`src/rtl/lms_coeff_update_if.sv`:
```
// Sample/control inputs and coefficient/status outputs of the LMS adaptation stage.
// The FIR-side driver uses the master modport; lms_coeff_update uses slave.
interface lms_coeff_update_if #(
    parameter int FILT_LENGTH = 16
);
    logic                          en;
    logic signed [15:0]            din;
    logic signed [15:0]            y;
    logic signed [15:0]            d;
    logic                          adapt;
    logic [16*(FILT_LENGTH/2)-1:0] coeff_flat;
    logic signed [15:0]            err;
    logic                          busy;
    logic                          done;
    logic                          overrun;

    modport master (
        output en, din, y, d, adapt,
        input  coeff_flat, err, busy, done, overrun
    );

    modport slave (
        input  en, din, y, d, adapt,
        output coeff_flat, err, busy, done, overrun
    );
endinterface

```
`src/rtl/lms_coeff_update.sv`:
```
// LMS coefficient adaptation for the folded symmetric FIR: captures the error on en,
// then updates one folded coefficient per clock while driving the packed coefficient bus.
module lms_coeff_update #(
    parameter int                            FILT_LENGTH = 16,
    parameter int                            MU_SHIFT    = 4,
    parameter logic [16*(FILT_LENGTH/2)-1:0] COEFF_INIT  = {16'd13200, 16'd12396, 16'd11427, 16'd9265,
                                                            16'd8006,  16'd5051,  16'd4557,  16'd2552}
) (
    input  logic              clk,
    input  logic              rst_n,
    lms_coeff_update_if.slave bus
);
    localparam int NCOEF = FILT_LENGTH / 2;
    localparam int KW    = (NCOEF > 1) ? $clog2(NCOEF) : 1;
    localparam int SHIFT = 15 + MU_SHIFT;

    typedef enum logic [1:0] {
        IDLE,
        CALC,
        DONE
    } state_t;

    state_t             r_state;
    logic [KW-1:0]      r_k;
    logic signed [15:0] r_x     [FILT_LENGTH];
    logic signed [16:0] r_fold  [NCOEF];
    logic signed [15:0] r_coeff [NCOEF];
    logic signed [15:0] r_err;
    logic               r_busy;
    logic               r_done;
    logic               r_overrun;

    logic signed [16:0]  w_diff;
    logic signed [32:0]  w_prod;
    logic signed [32:0]  w_delta;
    logic signed [33:0]  w_sum;
    logic [16*NCOEF-1:0] w_coeffFlat;

    function automatic logic signed [15:0] sat16(input logic signed [33:0] v);
        if (v > 34'sd32767) begin
            return 16'sh7FFF;
        end else if (v < -34'sd32768) begin
            return 16'sh8000;
        end else begin
            return v[15:0];
        end
    endfunction

    // Wide intermediates so neither the error nor the coefficient sum can wrap before clamping.
    assign w_diff  = 17'(bus.d) - 17'(bus.y);
    assign w_prod  = 33'(r_fold[r_k]) * 33'(r_err);
    assign w_delta = w_prod >>> SHIFT;
    assign w_sum   = 34'(r_coeff[r_k]) + 34'(w_delta);

    // The delay line tracks the FIR on every en, even while a pass is still running.
    always_ff @(posedge clk or negedge rst_n) begin
        if (!rst_n) begin
            for (int i = 0; i < FILT_LENGTH; i++) begin
                r_x[i] <= '0;
            end
        end else if (bus.en) begin
            r_x[0] <= bus.din;
            for (int i = 1; i < FILT_LENGTH; i++) begin
                r_x[i] <= r_x[i-1];
            end
        end
    end

    always_ff @(posedge clk or negedge rst_n) begin
        if (!rst_n) begin
            r_state   <= IDLE;
            r_k       <= '0;
            r_err     <= '0;
            r_busy    <= 1'b0;
            r_done    <= 1'b0;
            r_overrun <= 1'b0;
            for (int i = 0; i < NCOEF; i++) begin
                r_fold[i]  <= '0;
                r_coeff[i] <= COEFF_INIT[16*i +: 16];
            end
        end else begin
            r_done <= 1'b0;
            if (bus.en && (r_state != IDLE)) begin
                r_overrun <= 1'b1;
            end
            unique case (r_state)
                IDLE: begin
                    if (bus.en) begin
                        r_err <= sat16(34'(w_diff));
                        // Fold from the pre-shift taps: these are the samples that produced y.
                        for (int i = 0; i < NCOEF; i++) begin
                            r_fold[i] <= 17'(r_x[i]) + 17'(r_x[FILT_LENGTH-1-i]);
                        end
                        r_k     <= '0;
                        r_busy  <= 1'b1;
                        r_state <= CALC;
                    end
                end
                CALC: begin
                    if (bus.adapt) begin
                        r_coeff[r_k] <= sat16(w_sum);
                    end
                    if (r_k == KW'(NCOEF - 1)) begin
                        r_done  <= 1'b1;
                        r_state <= DONE;
                    end else begin
                        r_k <= r_k + KW'(1);
                    end
                end
                DONE: begin
                    r_busy  <= 1'b0;
                    r_state <= IDLE;
                end
                default: begin
                    r_busy  <= 1'b0;
                    r_state <= IDLE;
                end
            endcase
        end
    end

    always_comb begin
        w_coeffFlat = '0;
        for (int i = 0; i < NCOEF; i++) begin
            w_coeffFlat[16*i +: 16] = r_coeff[i];
        end
    end

    assign bus.coeff_flat = w_coeffFlat;
    assign bus.err        = r_err;
    assign bus.busy       = r_busy;
    assign bus.done       = r_done;
    assign bus.overrun    = r_overrun;
endmodule

```
`src/flat_wrapper.sv`:
```
// flat-port wrapper written by rule: the top's interface ports become plain ports
module lms_coeff_update_flat 
#(
    parameter int                            FILT_LENGTH = 16,
    parameter int                            MU_SHIFT    = 4,
    parameter logic [16*(FILT_LENGTH/2)-1:0] COEFF_INIT  = {16'd13200, 16'd12396, 16'd11427, 16'd9265,
                                                            16'd8006,  16'd5051,  16'd4557,  16'd2552}
)
  (clk, rst_n, bus_en, bus_din, bus_y, bus_d, bus_adapt, bus_coeff_flat, bus_err, bus_busy, bus_done, bus_overrun);
  lms_coeff_update_if #(.FILT_LENGTH(FILT_LENGTH)) bus_i ();
  input  logic clk;
  input  logic rst_n;
  input wire logic [$bits(bus_i.en)-1:0] bus_en;
  input wire logic [$bits(bus_i.din)-1:0] bus_din;
  input wire logic [$bits(bus_i.y)-1:0] bus_y;
  input wire logic [$bits(bus_i.d)-1:0] bus_d;
  input wire logic [$bits(bus_i.adapt)-1:0] bus_adapt;
  output wire logic [$bits(bus_i.coeff_flat)-1:0] bus_coeff_flat;
  output wire logic [$bits(bus_i.err)-1:0] bus_err;
  output wire logic [$bits(bus_i.busy)-1:0] bus_busy;
  output wire logic [$bits(bus_i.done)-1:0] bus_done;
  output wire logic [$bits(bus_i.overrun)-1:0] bus_overrun;
  assign bus_i.en = bus_en;
  assign bus_i.din = bus_din;
  assign bus_i.y = bus_y;
  assign bus_i.d = bus_d;
  assign bus_i.adapt = bus_adapt;
  assign bus_coeff_flat = bus_i.coeff_flat;
  assign bus_err = bus_i.err;
  assign bus_busy = bus_i.busy;
  assign bus_done = bus_i.done;
  assign bus_overrun = bus_i.overrun;
  lms_coeff_update #(.FILT_LENGTH(FILT_LENGTH), .MU_SHIFT(MU_SHIFT), .COEFF_INIT(COEFF_INIT)) u_core (.clk(clk), .rst_n(rst_n), .bus(bus_i));
endmodule
```
`config.mk`:
```
export PLATFORM = sky130hd
export DESIGN_NAME = lms_coeff_update_flat
export DESIGN_NICKNAME = d
export VERILOG_FILES = /design/src/rtl/lms_coeff_update_if.sv /design/src/rtl/lms_coeff_update.sv /design/src/flat_wrapper.sv
export SDC_FILE = /design/constraint.sdc
export NUM_CORES = 2
export LEC_CHECK = 0
export BUFFER_PORTS_ARGS = -buffer_cell sky130_fd_sc_hd__buf_2
export CORE_ASPECT_RATIO = 1.4
export CORE_MARGIN = 4
export CORE_UTILIZATION = 45
export DETAILED_ROUTE_END_ITERATION = 7
export GPL_ROUTABILITY_DRIVEN = 0
export HOLD_SLACK_MARGIN = 0.03
export PLACE_DENSITY = 0.61
export SYNTH_ARGS = -nofsm -noshare
export SYNTH_HDL_FRONTEND = slang
export SYNTH_SLANG_ARGS = --single-unit
```
`constraint.sdc`:
```
create_clock -name clk -period 10.5 [get_ports clk]
set_input_delay 1.05 -clock clk [delete_from_list [all_inputs] [get_ports clk]]
set_output_delay 1.05 -clock clk [all_outputs]
set_load 0.02 [all_outputs]
```
# Word-level counts from Yosys, hierarchy flattened
# Index checks and enable logic that the tools add are counted.
# Widths: inputs -> output; s select.
# totals
regBits,544
inputBits,52
out_inout_bits,147
wordCells,98
# classes
add_sub_neg,11
multipliers,1
magnitude_cmp,6
n_eq_ne,5
mux,25
bitwise,2
n_reduce_logical,10
# op_table
cell,count
$mux 16,9
$add 16x16->17,8
$bwmux 128,1
$bmux 17 s3,1
$bmux 16 s3,1
$demux 16 s3,1
$gt 34x16->1 const B,1
$lt 34x16->1 const B,1
$mux 17,2
$mul 17x16->33,1
$add 16x14->17,1
$gt 17x16->1 const B,1
$lt 17x16->1 const B,1
$sub 16x16->17,1
$reduce_and 2->1,4
$mux 3,2
$pmux 3 s2,1
$ge 4x4->1 const B,1
$lt 4x1->1 const B,1
$mux 2,2
$ne 2x2->1 const B,2
$not 3->4,1
$pmux 2 s2,1
$reduce_bool 2->1,2
10 further kinds,13

# Longest topological paths before layout
# depth
word_depth,12
mapped_depth,45
depth_no_buf,42

# Least setup slack after synthesis
# OpenSTA, ideal clock, no wires.
# synth_path
path_kind,register to register
start,register u_core.r_k[2]
end,"register u_core.r_coeff, in the netlist u_core.bus.coeff_flat[115]"
setup_ps,79
arrival_time_ps,9749
slack_ps,673
path_stages_with_launch,42
path_buffers,6
synth_period_minus_slack_ps,9827
path_cell_list,dfrtp_1 > buf_6 > clkbuf_1 > clkbuf_1 > nor2_1 > clkbuf_1 > a22oi_1 > nand4_1 > clkbuf_1 > nand2_1 > inv_1 > fa_1 > inv_1 > fa_1 > inv_1 > fa_1 > fa_1 > fa_1 > [... 6 more ...] > a21oi_1 > o21ai_0 > a41oi_1 > o21ai_0 > a21oi_1 > o21ai_0 > o21a_1 > nor2_1 > xnor2_1 > ha_1 > nand2_1 > o21ai_0 > nor2_1 > and3_1 > o21ai_2 > buf_2 > nand4b_2 > a21oi_1
# synth_via
elab_chain_cells,12
# synth_rtl
element,line,text
from (decl),lms_coeff_update.sv:24,logic [KW-1:0] r_k;
from (signal assigned),lms_coeff_update.sv:107,r_k <= r_k + KW'(1);
$not 3->4 (not written as such) *,"lms_coeff_update.sv:51, lms_coeff_update.sv:53, lms_coeff_update.sv:101",
$bmux 17 s3,lms_coeff_update.sv:51,assign w_prod = 33'(r_fold[r_k]) * 33'(r_err);
$mux 17 (not written as such) (2 in series),lms_coeff_update.sv:51,
$mul 17x16->33,lms_coeff_update.sv:51,
$add 16x14->17,lms_coeff_update.sv:53,assign w_sum = 34'(r_coeff[r_k]) + 34'(w_delta);
$lt 34x16->1,lms_coeff_update.sv:42,end else if (v < -34'sd32768) begin
$mux 16,lms_coeff_update.sv:42,
$mux 16,lms_coeff_update.sv:40,if (v > 34'sd32767) begin
$mux 16,lms_coeff_update.sv:100,if (bus.adapt) begin
$mux 16,lms_coeff_update.sv:86,unique case (r_state)
$bwmux 128 *,lms_coeff_update.sv:101,r_coeff[r_k] <= sat16(w_sum);
"to (signal, indexed assignment)",lms_coeff_update.sv:79,r_coeff[i] <= COEFF_INIT[16*i +: 16];
"to (signal, indexed assignment)",lms_coeff_update.sv:101,
to (decl),lms_coeff_update.sv:27,logic signed [15:0] r_coeff [NCOEF];
# Every way passes the cells marked *; elsewhere a longest branch is shown, timed or not. The select of a mux whose other input is x is not followed.
# A chain may end at the register's enable or synchronous reset.

# Worst setup path in the final report
# layout_path
start,register u_core.r_k[2]
end,"register u_core.r_coeff, in the netlist u_core.bus.coeff_flat[126]"
# The elaborated chain is that of the path after synthesis.

==> summary.md <==
| Metric | Value |
|---|---|
| Synth warn | 0 |
| Total standard cell area after synthesis | 38100 um2 |
| Outcome | completed |
| Longest individual stage delay on the worst path | 540 ps |
| Count of mapped cells out of synthesis | ~3800 |
| Iteration-0 DRC Markers | 1843 |
| Sequential element share of the synthesized area | 35.9% |
| Final setup TNS | 0 ps |
| Clock latency on the worst-skew pair | approximately 670 ps |
| TritonCTS clock tree | built |
| Count of endpoints failing setup in the final report | 0 |
| Clock-pin slew on the worst setup and hold paths | roughly 70 ps |
| Cell chosen for the clock root | sky130_fd_sc_hd__clkbuf_16 |
| Routed Antenna Nets | 0 |
| Number of flops mapped to enable cells by yosys | 0 |
| Starting density of the core | 45.3% |
| Die Y | 352 um |
| Die footprint | 89500 um2 |
| Most instantiated flip-flop cell in the synthesis netlist | sky130_fd_sc_hd__dfrtp_1 |
| Antenna violations before repair | 0 |
| Avg Cell Area, Syn | between 10 and 15 um2 |
| Critical Path Sink Type | flop |
| Overall overflow remaining after global route | 0 |
| DR WL/cell | 21.0 um |
| Maximum fanout along the worst path | 14 |
| Share of final-layout standard cells stronger than drive strength 1 | 19.0% |
| Max-cap violations | 0 |
| Fraction of met1 tracks used by global routing | 29.9% |
| Slowest cell on the critical path | sky130_fd_sc_hd__fa_1 |
| Post-synthesis register bit count | between 500 and 600 |
| Number of top-level pins | 199 |
| Port Buf Inserts | 198 |
| Dpl ws | 168 ps |
| Post-route fraction of the period consumed by the critical path | 94.3% |
| Fin Clk Skew | roughly 47 ps |
| Tightest Hold Check Type | in -> async |
| Most utilized layer in the global route result | met2 |
| H-tree lvl count | 2 |
| Commonest non-fill, non-tap cell in the layout | sky130_fd_sc_hd__dfrtp_1 |
| GR Layer Usage met3 | 2.66% |
| Max frequency | 101 MHz |
| Final setup slack of the worst path | 596 ps |
| Final hold violation count | 0 |
| Remaining design rule violation count | 0 |
| Pin count of the biggest net entering global routing | 143 |
| Kind of launch point of the worst setup path | flop |
| Fin crit period | 9900 ps |
| Required arrival time at the worst endpoint | 11030 ps |
| Final-report max-slew violation count | 0 |
| Number of sinks driven by the clock tree | 544 |
| Met2 routing resource usage after global routing | approximately 44% |
| Detailed-routing iteration count for the pre-antenna-repair pass | 5 |
| Synthesis-to-layout area growth | 12.4% |
| Aggregate global-route resource usage | 24.4% |
| Routed vias/inst | 5.53 |
| Core Rows | 126 |
| Number of distinct library cells after synthesis | 83 |
| Path type of the worst setup path | reg -> reg |
| Vias in the first global route | 29900 |
| CTS buffer count | 56 |
| Die X-Extent | 254 um |
| Ant diodes | 0 |
| Wire length of the first global-routing pass | 171000 um |
| Most frequent cell on the critical path | sky130_fd_sc_hd__fa_1 |
| Tightest Pin Transition | 1260 ps |
| Clk buf depth | 3 |
| Final net count | 4603 |
| Leading cell types in the layout, fill and taps excluded | sky130_fd_sc_hd__dfrtp_1 (488), sky130_fd_sc_hd__inv_1 (423), sky130_fd_sc_hd__nand2_1 (420), sky130_fd_sc_hd__fa_1 (285), sky130_fd_sc_hd__nor2_1 (252) |
| Detailed Place HPWL | about 83000 um |
| Detailed Route WL | 108000 um |
| Data arrival time of the critical path | 10440 ps |
| Synth Net Count | 4385 |
| Fraction of registers with async set/reset | 100% |
| Core Box Area | 84200 um2 |
| Relative slew margins | 15.9% |
| Total number of vias | 28500 |
==> area by class of cell <==
| cell class | instances | area, um2 |
|---|---|---|
| clock buffers | 81 | 1620 |
| flip-flops and latches | 544 | 13700 |
| inverters | 425 | 1600 |
| well taps | 1088 | 1360 |
| clock inverters | 24 | 260 |
| multi-input cells | 2685 | 22300 |
| fillers | 7852 | 41300 |
| repair buffers | 314 | 1990 |
==> sequential cells by signal (all words and copies together) (netlist names) <==
signal                 flops
u_core.bus.err            16
u_core.r_k                 3
u_core.bus.coeff_flat    128
u_core.r_x               256
u_core.r_fold            136
u_core.bus.done            1
u_core.bus.overrun         1
u_core.bus.busy            1
u_core.r_state             2
==> through the flow <==
stage	utilization [%]	hold slack (ps)	area [um2]	cells
2_1_floorplan	-	439	38100	3808
3_3_place_gp	48.4	451	40700	5041
3_5_place_dp	48.4	460	40700	5041
4_1_cts	50.6	377	42600	5146
5_1_grt	50.9	405	42800	5161
6_report	50.9	363	42800	5161
==> critical path, delay by kind of cell, from the launching register on <==
family                     cells  cell delay (ps)
and+or+nand+nor                7             1300
muxes                          1              330
DFF                            1              420
adders and majority gates      8             3710
xor gates and xnor gates       1              160
buffers and inverters          5              630
AOI/OAI and AO/OA             16             3270
==> path summary, 6_finish.rpt <==
kind | start | to | slack (ps) | cells after the start
setup / recovery | u_core.r_k[2]$_DFFE_PN0P_ | u_core.bus.coeff_flat[126]$_DFFE_PN0P_ | 600 | 38
hold / removal | rst_n | u_core.bus.coeff_flat[122]$_DFFE_PN0P_ | 360 | 1
setup reg to reg | u_core.r_k[2]$_DFFE_PN0P_ | u_core.bus.coeff_flat[126]$_DFFE_PN0P_ | 600 | 38
hold reg to reg | u_core.bus.overrun$_DFFE_PN0P_ | u_core.bus.overrun$_DFFE_PN0P_ | 470 | 1
max in group asynchronous | rst_n | u_core.r_x[91]$_DFFE_PN0P_ | 7940 | 3
min in group clk | u_core.bus.overrun$_DFFE_PN0P_ | u_core.bus.overrun$_DFFE_PN0P_ | 470 | 1
==> routing by layer <==
layer / up-vias / share of wire [%]
met4: 0 / 4.1
li1: 13200 / -
met1: 14400 / 40
met2: 716 / 52
met5: - / 0
met3: 223 / 4.2
==> synthesized netlist by cell type, drive strengths merged, types with 13 or more instances <==
cell	n	area, um2
mux2	251	2830
o21a	23	173
nor2	254	956
nand2b	33	206
nor2b	43	269
nand2	421	1580
o22ai	35	219
a21boi	21	158
nand3	39	240
o21ai	244	1220
xor2	56	490
fa	285	5710
nand4	13	81.3
xnor2	65	569
a31oi	19	119
and2	103	644
dfrtp	489	12200
buf	29	143
and3	14	87.6
a22oi	45	338
mux2i	16	160
ha	240	3000
dfstp	55	1450
a21oi	190	966
clkbuf	125	470
inv	425	1600
a21o	28	210
o31ai	31	233
nor3	40	200
==> logic make-up (layout without fill, tap and decap cells) <==
kind of cell / Yosys count / count (layout) / synth area share [%]
AO/OA/AOI/OAI: 751 / 751 / 12.2
XOR/XNOR: 121 / 121 / 2.78
AND/OR/NAND/NOR: 1010 / 1010 / 12.2
flip-flops: 544 / 544 / 35.9
adder cells (fa/ha/maj): 531 / 531 / 23.0
multiplexers: 272 / 272 / 8.13
buffers and inverters: 579 / 844 / 5.80
==> what timing repair did <==
item                                    CTS  global route
hold buffers                              0             0
buffers inserted                          0            15
resized for setup                         0            24
endpoints found under the setup margin    0           128
Power is not shown: default switching activity piles up to over one toggle a cycle in this logic, so the estimate is an artifact.
